**src/rtl/adt7420_i2c_target.sv**
```systemverilog
// ---------------------------------------------------------------------------
// adt7420_i2c_target
//
// I2C target that behaves like an ADT7420 temperature sensor. It decodes
// START/STOP, answers to a single 7-bit address, keeps a register pointer
// that survives between transactions, ACKs address and write bytes, and
// returns register contents on reads with pointer auto-increment.
//
// Register map (reads): 0x00 temperature MSB, 0x01 temperature LSB,
// 0x02 status (always 0), 0x03 configuration, 0x0B device ID, others 0.
// Only 0x03 is writable; other writes are ACKed and dropped.
//
// Ports
//   Clock_100MHz    in   1   system clock, all logic on the rising edge
//   Clear_n         in   1   synchronous active-low reset
//   SCL_in          in   1   I2C clock from the master (asynchronous)
//   SDA_in          in   1   resolved SDA line (asynchronous)
//   SDA_drive_low   out  1   1 = pull SDA low, 0 = release
//   Temperature_in  in   16  live temperature {MSB,LSB}, 13-bit left-justified
//   Config_out      out  8   configuration register (0x03)
//   Pointer_out     out  8   current register pointer
// ---------------------------------------------------------------------------
module adt7420_i2c_target #(
  parameter logic [6:0] I2C_ADDRESS = 7'h4B,
  parameter logic [7:0] DEVICE_ID   = 8'hCB
) (
  input  logic        Clock_100MHz,
  input  logic        Clear_n,
  input  logic        SCL_in,
  input  logic        SDA_in,
  output logic        SDA_drive_low,
  input  logic [15:0] Temperature_in,
  output logic [7:0]  Config_out,
  output logic [7:0]  Pointer_out
);

  typedef enum logic [3:0] {
    S_IDLE,
    S_ADDR,
    S_ADDR_ACK,
    S_PTR,
    S_PTR_ACK,
    S_WDATA,
    S_WDATA_ACK,
    S_RDATA,
    S_RDATA_ACK
  } state_t;

  // -------------------------------------------------------------------------
  // Input synchronisers and edge/condition detection. The idle bus is high,
  // so the flops reset to 1 to avoid a false edge when reset is released.
  // -------------------------------------------------------------------------
  logic [1:0] scl_sync, sda_sync;
  logic       scl_d, sda_d;
  logic       scl_s, sda_s;
  logic       scl_rise, scl_fall, start_det, stop_det;

  // NOTE: sequential state uses non-blocking (<=) so every flop samples the
  // pre-edge value of the others; blocking here would collapse the chain.
  always_ff @(posedge Clock_100MHz) begin
    if (!Clear_n) begin
      scl_sync <= 2'b11;
      sda_sync <= 2'b11;
      scl_d    <= 1'b1;
      sda_d    <= 1'b1;
    end else begin
      scl_sync <= {scl_sync[0], SCL_in};
      sda_sync <= {sda_sync[0], SDA_in};
      scl_d    <= scl_sync[1];
      sda_d    <= sda_sync[1];
    end
  end

  assign scl_s     = scl_sync[1];
  assign sda_s     = sda_sync[1];
  assign scl_rise  = scl_s & ~scl_d;
  assign scl_fall  = ~scl_s & scl_d;
  // SCL must be stable high on both samples so an SCL edge coinciding with
  // an SDA change is never mistaken for a bus condition.
  assign start_det = scl_s & scl_d & sda_d & ~sda_s;
  assign stop_det  = scl_s & scl_d & ~sda_d & sda_s;

  // -------------------------------------------------------------------------
  // State and datapath registers
  // -------------------------------------------------------------------------
  state_t      state_q, state_d;
  logic [3:0]  cnt_q, cnt_d;      // bits shifted/driven in the current byte
  logic [7:0]  shift_q, shift_d;
  logic        drive_q, drive_d;
  logic [7:0]  ptr_q, ptr_d;
  logic [7:0]  config_q, config_d;
  logic [15:0] snap_q, snap_d;    // temperature captured at read-address ACK
  logic        rw_q, rw_d;

  logic [7:0]  rd_data;
  logic [7:0]  shift_in;

  always_ff @(posedge Clock_100MHz) begin
    if (!Clear_n) begin
      state_q  <= S_IDLE;
      cnt_q    <= 4'd0;
      shift_q  <= 8'h00;
      drive_q  <= 1'b0;
      ptr_q    <= 8'h00;
      config_q <= 8'h00;
      snap_q   <= 16'h0000;
      rw_q     <= 1'b0;
    end else begin
      state_q  <= state_d;
      cnt_q    <= cnt_d;
      shift_q  <= shift_d;
      drive_q  <= drive_d;
      ptr_q    <= ptr_d;
      config_q <= config_d;
      snap_q   <= snap_d;
      rw_q     <= rw_d;
    end
  end

  // Register read mux. Temperature comes from the snapshot so a multi-byte
  // read of 0x00/0x01 is always taken from a single sample.
  // NOTE: every signal assigned in always_comb gets a default first so no
  // path leaves it unassigned, which would otherwise infer a latch.
  always_comb begin
    rd_data = 8'h00;
    case (ptr_q)
      8'h00:   rd_data = snap_q[15:8];
      8'h01:   rd_data = snap_q[7:0];
      8'h03:   rd_data = config_q;
      8'h0B:   rd_data = DEVICE_ID;
      default: rd_data = 8'h00;
    endcase
  end

  assign shift_in = {shift_q[6:0], sda_s};

  // Next-state and datapath logic. Bytes are shifted on SCL rise; the ACK
  // slot (and every driven read bit) is entered on the following SCL fall,
  // so SDA_drive_low only ever changes on the clock after an SCL fall.
  always_comb begin
    state_d  = state_q;
    cnt_d    = cnt_q;
    shift_d  = shift_q;
    drive_d  = drive_q;
    ptr_d    = ptr_q;
    config_d = config_q;
    snap_d   = snap_q;
    rw_d     = rw_q;

    if (start_det) begin
      state_d = S_ADDR;
      cnt_d   = 4'd0;
      drive_d = 1'b0;
    end else if (stop_det) begin
      state_d = S_IDLE;
      cnt_d   = 4'd0;
      drive_d = 1'b0;
    end else begin
      case (state_q)
        S_ADDR: begin
          if (scl_rise) begin
            shift_d = shift_in;
            cnt_d   = cnt_q + 4'd1;
          end else if (scl_fall && cnt_q == 4'd8) begin
            cnt_d = 4'd0;
            if (shift_q[7:1] == I2C_ADDRESS) begin
              state_d = S_ADDR_ACK;
              drive_d = 1'b1;
              rw_d    = shift_q[0];
              if (shift_q[0]) snap_d = Temperature_in;
            end else begin
              // Not for us: stay off the bus until the next START.
              state_d = S_IDLE;
            end
          end
        end

        S_ADDR_ACK: begin
          if (scl_fall) begin
            if (rw_q) begin
              // First read bit goes out on the same fall that ends the ACK.
              state_d = S_RDATA;
              shift_d = {rd_data[6:0], 1'b0};
              drive_d = ~rd_data[7];
              cnt_d   = 4'd1;
            end else begin
              state_d = S_PTR;
              drive_d = 1'b0;
            end
          end
        end

        S_PTR: begin
          if (scl_rise) begin
            shift_d = shift_in;
            cnt_d   = cnt_q + 4'd1;
            if (cnt_q == 4'd7) ptr_d = shift_in;
          end else if (scl_fall && cnt_q == 4'd8) begin
            state_d = S_PTR_ACK;
            drive_d = 1'b1;
            cnt_d   = 4'd0;
          end
        end

        S_WDATA: begin
          if (scl_rise) begin
            shift_d = shift_in;
            cnt_d   = cnt_q + 4'd1;
            if (cnt_q == 4'd7) begin
              if (ptr_q == 8'h03) config_d = shift_in;
              ptr_d = ptr_q + 8'd1;
            end
          end else if (scl_fall && cnt_q == 4'd8) begin
            state_d = S_WDATA_ACK;
            drive_d = 1'b1;
            cnt_d   = 4'd0;
          end
        end

        S_PTR_ACK, S_WDATA_ACK: begin
          if (scl_fall) begin
            state_d = S_WDATA;
            drive_d = 1'b0;
          end
        end

        S_RDATA: begin
          if (scl_fall) begin
            if (cnt_q == 4'd8) begin
              // All eight bits out: release for the master's ACK/NACK.
              state_d = S_RDATA_ACK;
              drive_d = 1'b0;
              cnt_d   = 4'd0;
            end else begin
              drive_d = ~shift_q[7];
              shift_d = {shift_q[6:0], 1'b0};
              cnt_d   = cnt_q + 4'd1;
            end
          end
        end

        S_RDATA_ACK: begin
          // cnt_q marks that an ACK was sampled and the next byte is due.
          if (scl_rise) begin
            ptr_d = ptr_q + 8'd1;
            if (sda_s) state_d = S_IDLE;
            else       cnt_d   = 4'd1;
          end else if (scl_fall && cnt_q == 4'd1) begin
            state_d = S_RDATA;
            shift_d = {rd_data[6:0], 1'b0};
            drive_d = ~rd_data[7];
            cnt_d   = 4'd1;
          end
        end

        default: ;
      endcase
    end
  end

  assign SDA_drive_low = drive_q;
  assign Config_out    = config_q;
  assign Pointer_out   = ptr_q;

endmodule

```
**config.mk**
```make
export PLATFORM = sky130hd
export DESIGN_NAME = adt7420_i2c_target
export DESIGN_NICKNAME = d
export VERILOG_FILES = /design/src/rtl/adt7420_i2c_target.sv
export SDC_FILE = /design/constraint.sdc
export NUM_CORES = 1
export LEC_CHECK = 0
export CORE_ASPECT_RATIO = 1.75
export CORE_MARGIN = 5
export CORE_UTILIZATION = 40
export DETAILED_ROUTE_END_ITERATION = 6
export GPL_ROUTABILITY_DRIVEN = 0
export PLACE_DENSITY = 0.65
export SYNTH_ARGS = -nofsm -noshare
export SYNTH_HDL_FRONTEND = slang
export SYNTH_SLANG_ARGS = --single-unit
```
**constraint.sdc**
```tcl
create_clock -name Clock_100MHz -period 2.5 [get_ports Clock_100MHz]
set_input_delay 0.375 -clock Clock_100MHz [delete_from_list [all_inputs] [get_ports Clock_100MHz]]
set_output_delay 0.375 -clock Clock_100MHz [all_outputs]
set_load 0.02 [all_outputs]
```
# ---- Word level (Yosys, flattened, before mapping)
# Index checks and enable logic that the tools add are counted.
dict set report op_classes {
  n_mux 56
  n_eq_ne 54
  n_reduce_logical 21
  n_bitwise 17
  n_addsub 2
}
# operator n
set ops {}
lappend ops {{$mux W8} 12}
lappend ops {{$mux W4} 22}
lappend ops {{$pmux W8 S4} 2}
lappend ops {{$ne A2 B2 Y1 const B} 21}
lappend ops {{$ne A4 B4 Y1 const B} 10}
lappend ops {{$pmux W4 S7} 1}
lappend ops {{$reduce_and A13 Y1} 2}
lappend ops {{$pmux W8 S3} 1}
lappend ops {{$eq A4 B3 Y1 const B} 5}
lappend ops {{$pmux W4 S4} 1}
lappend ops {{$mux W1} 14}
lappend ops {{$reduce_and A7 Y1} 2}
lappend ops {{$reduce_and A6 Y1} 2}
lappend ops {{$reduce_and A11 Y1} 1}
lappend ops {{$ne A5 B5 Y1 const B} 2}
lappend ops {{$not A1 Y1} 10}
lappend ops {{$reduce_and A10 Y1} 1}
lappend ops {{$ne A3 B3 Y1 const B} 3}
lappend ops {{$reduce_bool A9 Y1} 1}
lappend ops {{$add A8 B1 Y8 const B} 1}
lappend ops {{$eq A4 B1 Y1 const B} 2}
lappend ops {{$eq A4 B2 Y1 const B} 2}
lappend ops {{$eq A4 B4 Y1 const B} 2}
lappend ops {{$eq A8 B1 Y1 const B} 1}
lappend ops {{other kinds (19)} 29}
dict set report totals {
  ff_bits 56
  elab_cells 163
  out_inout_bits 17
}

# ---- Longest topological paths before layout
dict set report depth {
  depth_word 8
  mapped_depth 9
  ltp_nobuf 7
}

# ---- Worst setup path before layout
# Ideal clock, no wire load.
dict set report synth_path {
  kind {reg2reg}
  startpoint {register ptr_q[0] (netlist: Pointer_out[0])}
  endpoint {register drive_q (netlist: SDA_drive_low)}
  t_required_ns 2.360
  stages_incl_launch_ff 8
  n_path_buf 1
  setup_slack_ns 0.633
  arrival_ns 1.727
  path_cell_list {dfxtp_1 -> ha_1 -> clkbuf_1 -> a22oi_1 -> o21a_1 -> o311ai_0 -> and4_1 -> a211oi_1}
}
dict set report synth_between {
  elab_chain_cells 6
}
# element line
set synth_rtl {}
lappend synth_rtl {{start, declared} 90} ;# logic [7:0] ptr_q, ptr_d;
lappend synth_rtl {{start signal, assigned} 113} ;# ptr_q <= ptr_d;
lappend synth_rtl {{$eq A8 B4 Y1 (tied with other cells)} 126} ;# case (ptr_q)
lappend synth_rtl {{$pmux W8 S4 *} 126}
lappend synth_rtl {{$not A1 Y1 *} {184, 251}}
lappend synth_rtl {{$mux W1 (on tied branches)} {248, 180}}
lappend synth_rtl {{$mux W1 (on tied branches)} {244, 179}}
lappend synth_rtl {{$pmux W1 S6 *} 159} ;# case (state_q)
lappend synth_rtl {{end signal, assigned} 112} ;# drive_q <= drive_d;
lappend synth_rtl {{end, declared} 89} ;# logic drive_q, drive_d;
# Mark *: on every way between the ends. The rest lies on a longest branch, timed or not. The select of a mux whose other input is x is not followed.
# A chain may end at the register's enable or synchronous reset.

# ---- Final worst setup path
dict set report layout_path {
  startpoint {register state_q[3]}
  endpoint {register ptr_q[7] (netlist: Pointer_out[7])}
}
dict set report layout_between {
  elab_chain_cells 3
}
# element line
set layout_rtl {}
lappend layout_rtl {{start, declared} 86} ;# state_t state_q, state_d;
lappend layout_rtl {{start signal, assigned} 109} ;# state_q <= state_d;
lappend layout_rtl {{$eq A4 B2 Y1 (tied with other cells)} 159}
lappend layout_rtl {{$ne A2 B2 Y1 (no source line) / $reduce_bool A3 Y1 (equally long branches)} --}
lappend layout_rtl {{$reduce_and A8 Y1 (no source line)} --}
# Parallel ways exist; a longest one is shown, timed or not.

==> out/results.tsv <==
stage	metric	value	unit
run_status	status	complete, no violations	
synth	yosys.area_share.simple	23.29	%
cells_and_area	drive_gt1_share	8.232	%
synth	synth-seq-cells	56	
critical_path	start_kind	register	
clocking	cts_tree	done	
cells_and_area	num-fill-cells	754	
detailed_routing	drtIter0Drc	224	
die	core_area	7515	µm²
synth	synth-compound-area-share	28.28	%
sta	period_share	87.37	%
clocking	clk_pin_slew	0.07	ns
sta	fin_setup_tns	0	ns
sta	slew_headroom	46.90	%
global_route	grt_pass1_vias	2919	
cells_and_area	diodes	0	
placement	post-place-ws	0.3405	ns
detailed_routing	route.detailed.drc	0	
critical_path	crit_arrival	2.39	ns
clocking	root_buffer	clkbuf_16	
power_and_ir_drop	ir_drop	0.0003424	V
die	fp-row-count	42	
synth	synth_edf_count	0	
sta	final_max_slew_viol_count	0	
synth	synth_top_family_by_area	compound AO/OA/AOI/OAI gates	
synth	synthAdderAreaFrac	2.456	%
critical_path	cp_max_fo	15	
sta	setup-violations-final	0	
synth	ys_warn_count	0	
synth	ys.flop_type	dfxtp_1	
die	die_w	76.08	µm
clocking	numCtsBuffers	5	
detailed_routing	dr.pass1.iters	7	
detailed_routing	vias_per_cell	5.936	
clocking	post-cts-setup-buffer-count	0	
sta	fmax	457.8	MHz
critical_path	critical_path_required	2.71	ns
sta	worst_pin_slew	0.7881	ns
critical_path	path_class	reg2reg	
cells_and_area	final_cells	501	
synth	seq_area_frac_synth	36.68	%
global_route	grt_start_max_net_pins	36	
placement	placedCellCount	493	
synth	yosys.area_share.xor_xnor	0.5731	%
clocking	cts_hold_buf	0	
global_route	grt_pass1_wl	14390	µm
synth	syn-mean-instance-area	8.086	µm²
clocking	cts_resized	0	
power_and_ir_drop	power_density	509.7	nW/µm²
detailed_routing	drt-wirelength-per-cell	17.28	µm
detailed_routing	vias	2974	
sta	fin_crit	2.184	ns
synth	synth.distinct_cells	59	
cells_and_area	nNetsFinal	438	
global_route	grtUsageTotal	18.21	%
die	die_h	125.6	µm
die	dieArea	9559	µm²
placement	hpwl	6541	µm
clocking	htreeDepth	2	
critical_path	cp-end-kind	register	
flow_run	maxCapViolCount	0	
clocking	clk_latency	0.30	ns
detailed_routing	ant_nets	0	
power_and_ir_drop	total_power	1.890	mW
detailed_routing	wl	8655	µm
worst_hold_path	min_path_type	reg2reg	
synth	synthMuxAreaShare	3.602	%
synth	async_flop_share	0	%
clocking	clock-sinks	56	
sta	timing.final.ws_setup	0.3158	ns
die	ios	37	
synth	syn_area	3057	µm²
power_and_ir_drop	power.leakage	1.265	nW
sta	grt_setup_unrepaired	no	
cells_and_area	syn_to_final_growth	21.29	%
global_route	antenna_found_initial	0	
synth	synth_nets	404	
synth	synthCells	378	
placement	portBuffers	36	
global_route	grt_overflow	0	
die	start_util	40.68	%
sta	hold_viol_final	0	
clocking	clockBufferDepth	2	
sta	clock_skew	0.006671	ns
==> metrics by stage <==
step | utilization, % | instance area, µm² | hold slack [ns]
after floorplan | - | 3057 | 0.3863
after global placement | 47.10 | 3540 | 0.3949
after detailed placement | 47.10 | 3540 | 0.3957
after CTS | 49.33 | 3707 | 0.4150
after global routing | 49.33 | 3707 | 0.4197
final | 49.33 | 3707 | 0.4109
==> worst max-delay path: stages, from the launching register on <==
cell and delay [ns]:
dfxtp_1 0.55, or3b_2 0.52, a21o_1 0.34, nor4_1 0.34
a21oi_1 0.07, o32ai_1 0.26
==> Yosys cell counts (all sizes together), types with 2 or more instances <==
| library cell | number | area [µm²] |
|---|---|---|
| nand2 | 57 | 214.0 |
| dfxtp | 56 | 1121 |
| a21oi | 31 | 155.2 |
| nor2 | 28 | 107.6 |
| o21ai | 23 | 115.1 |
| clkbuf | 17 | 63.81 |
| buf | 11 | 66.31 |
| mux2i | 11 | 110.1 |
| nand2b | 11 | 68.82 |
| o211ai | 11 | 82.58 |
| a22oi | 9 | 67.56 |
| nor3 | 8 | 40.04 |
| a211oi | 7 | 52.55 |
| nand3 | 7 | 35.03 |
| ha | 6 | 75.07 |
| inv | 6 | 22.52 |
| nor2b | 6 | 37.54 |
| o21a | 5 | 37.54 |
| o32ai | 5 | 43.79 |
| o41ai | 5 | 43.79 |
| a31oi | 4 | 25.02 |
| nor4 | 4 | 25.02 |
| a21o | 3 | 22.52 |
| a222oi | 3 | 30.03 |
| nand3b | 3 | 22.52 |
| nand4 | 3 | 25.02 |
| o311ai | 3 | 26.28 |
| a311o | 2 | 20.02 |
| a311oi | 2 | 17.52 |
| and2 | 2 | 12.51 |
| and4 | 2 | 17.52 |
| o31a | 2 | 17.52 |
| or2 | 2 | 12.51 |
| or3 | 2 | 12.51 |
| xnor2 | 2 | 17.52 |
==> state kept, by name, indices dropped and copies added (netlist names) <==
signal	flops
Pointer_out	8
state_q	4
sda_sync	2
snap_q	16
SDA_drive_low	1
scl_sync	2
scl_d	1
Config_out	8
rw_q	1
sda_d	1
cnt_q	4
shift_q	8
==> routing by layer <==
metal / track usage, % / vias up / share of wire [%]
li1: - / 1463 / -
met1: 19.82 / 1395 / 38
met2: 32.78 / 90 / 53
met3: 2.643 / 26 / 4.0
met4: 10.81 / 0 / 4.7
met5: 0 / - / 0
==> layout by cell type (no fill, tap or decap), drive strengths merged, types with 7 or more instances in the layout <==
master         Yosys  routed
buf               11      19
o21ai             23      23
nor2              28      28
a22oi              9       9
clkdlybuf4s50      0      36
a211oi             7       7
inv                6       7
nand2             57      57
nand2b            11      11
nor3               8       8
o211ai            11      11
nand3              7       7
a21oi             31      31
mux2i             11      11
dfxtp             56      56
==> area by class of cell <==
type	instances	area, µm²	share of cell area (%)
repair buffers	55	503.0	13.57
clock buffers	6	128.9	3.476
well taps	88	110.1	2.970
inverters	7	26.28	0.7087
multi-input cells	287	1779	47.99
clock inverters	2	38.79	1.046
flip-flops and latches	56	1121	30.24
==> path summary, 6_finish.rpt <==
| path | slack (ns) | to | cells after the start | start |
|---|---|---|---|---|
| max | 0.32 | Pointer_out[7] | 5 | state_q[3] |
| min | 0.41 | sda_sync[1] | 1 | sda_sync[0] |
| max reg2reg | 0.32 | Pointer_out[7] | 5 | state_q[3] |
| min reg2reg | 0.41 | sda_sync[1] | 1 | sda_sync[0] |
==> where the power goes <==
part	switching (mW)	internal (mW)	total, mW
logic	0.0846	0.0683	0.153
registers	0.0209	0.905	0.926
clock network	0.333	0.478	0.811
total	0.439	1.45	1.89
==> logic make-up (layout without fill, tap and decap cells) <==
group | count (synthesis) | after routing
XOR/XNOR | 2 | 2
buffers and inverters | 35 | 70
AND/OR/NAND/NOR | 143 | 143
flip-flops | 56 | 56
adder cells (fa/ha/maj) | 6 | 6
AO/OA/AOI/OAI | 125 | 125
multiplexers | 11 | 11
Power figures use the tool's default switching activity.
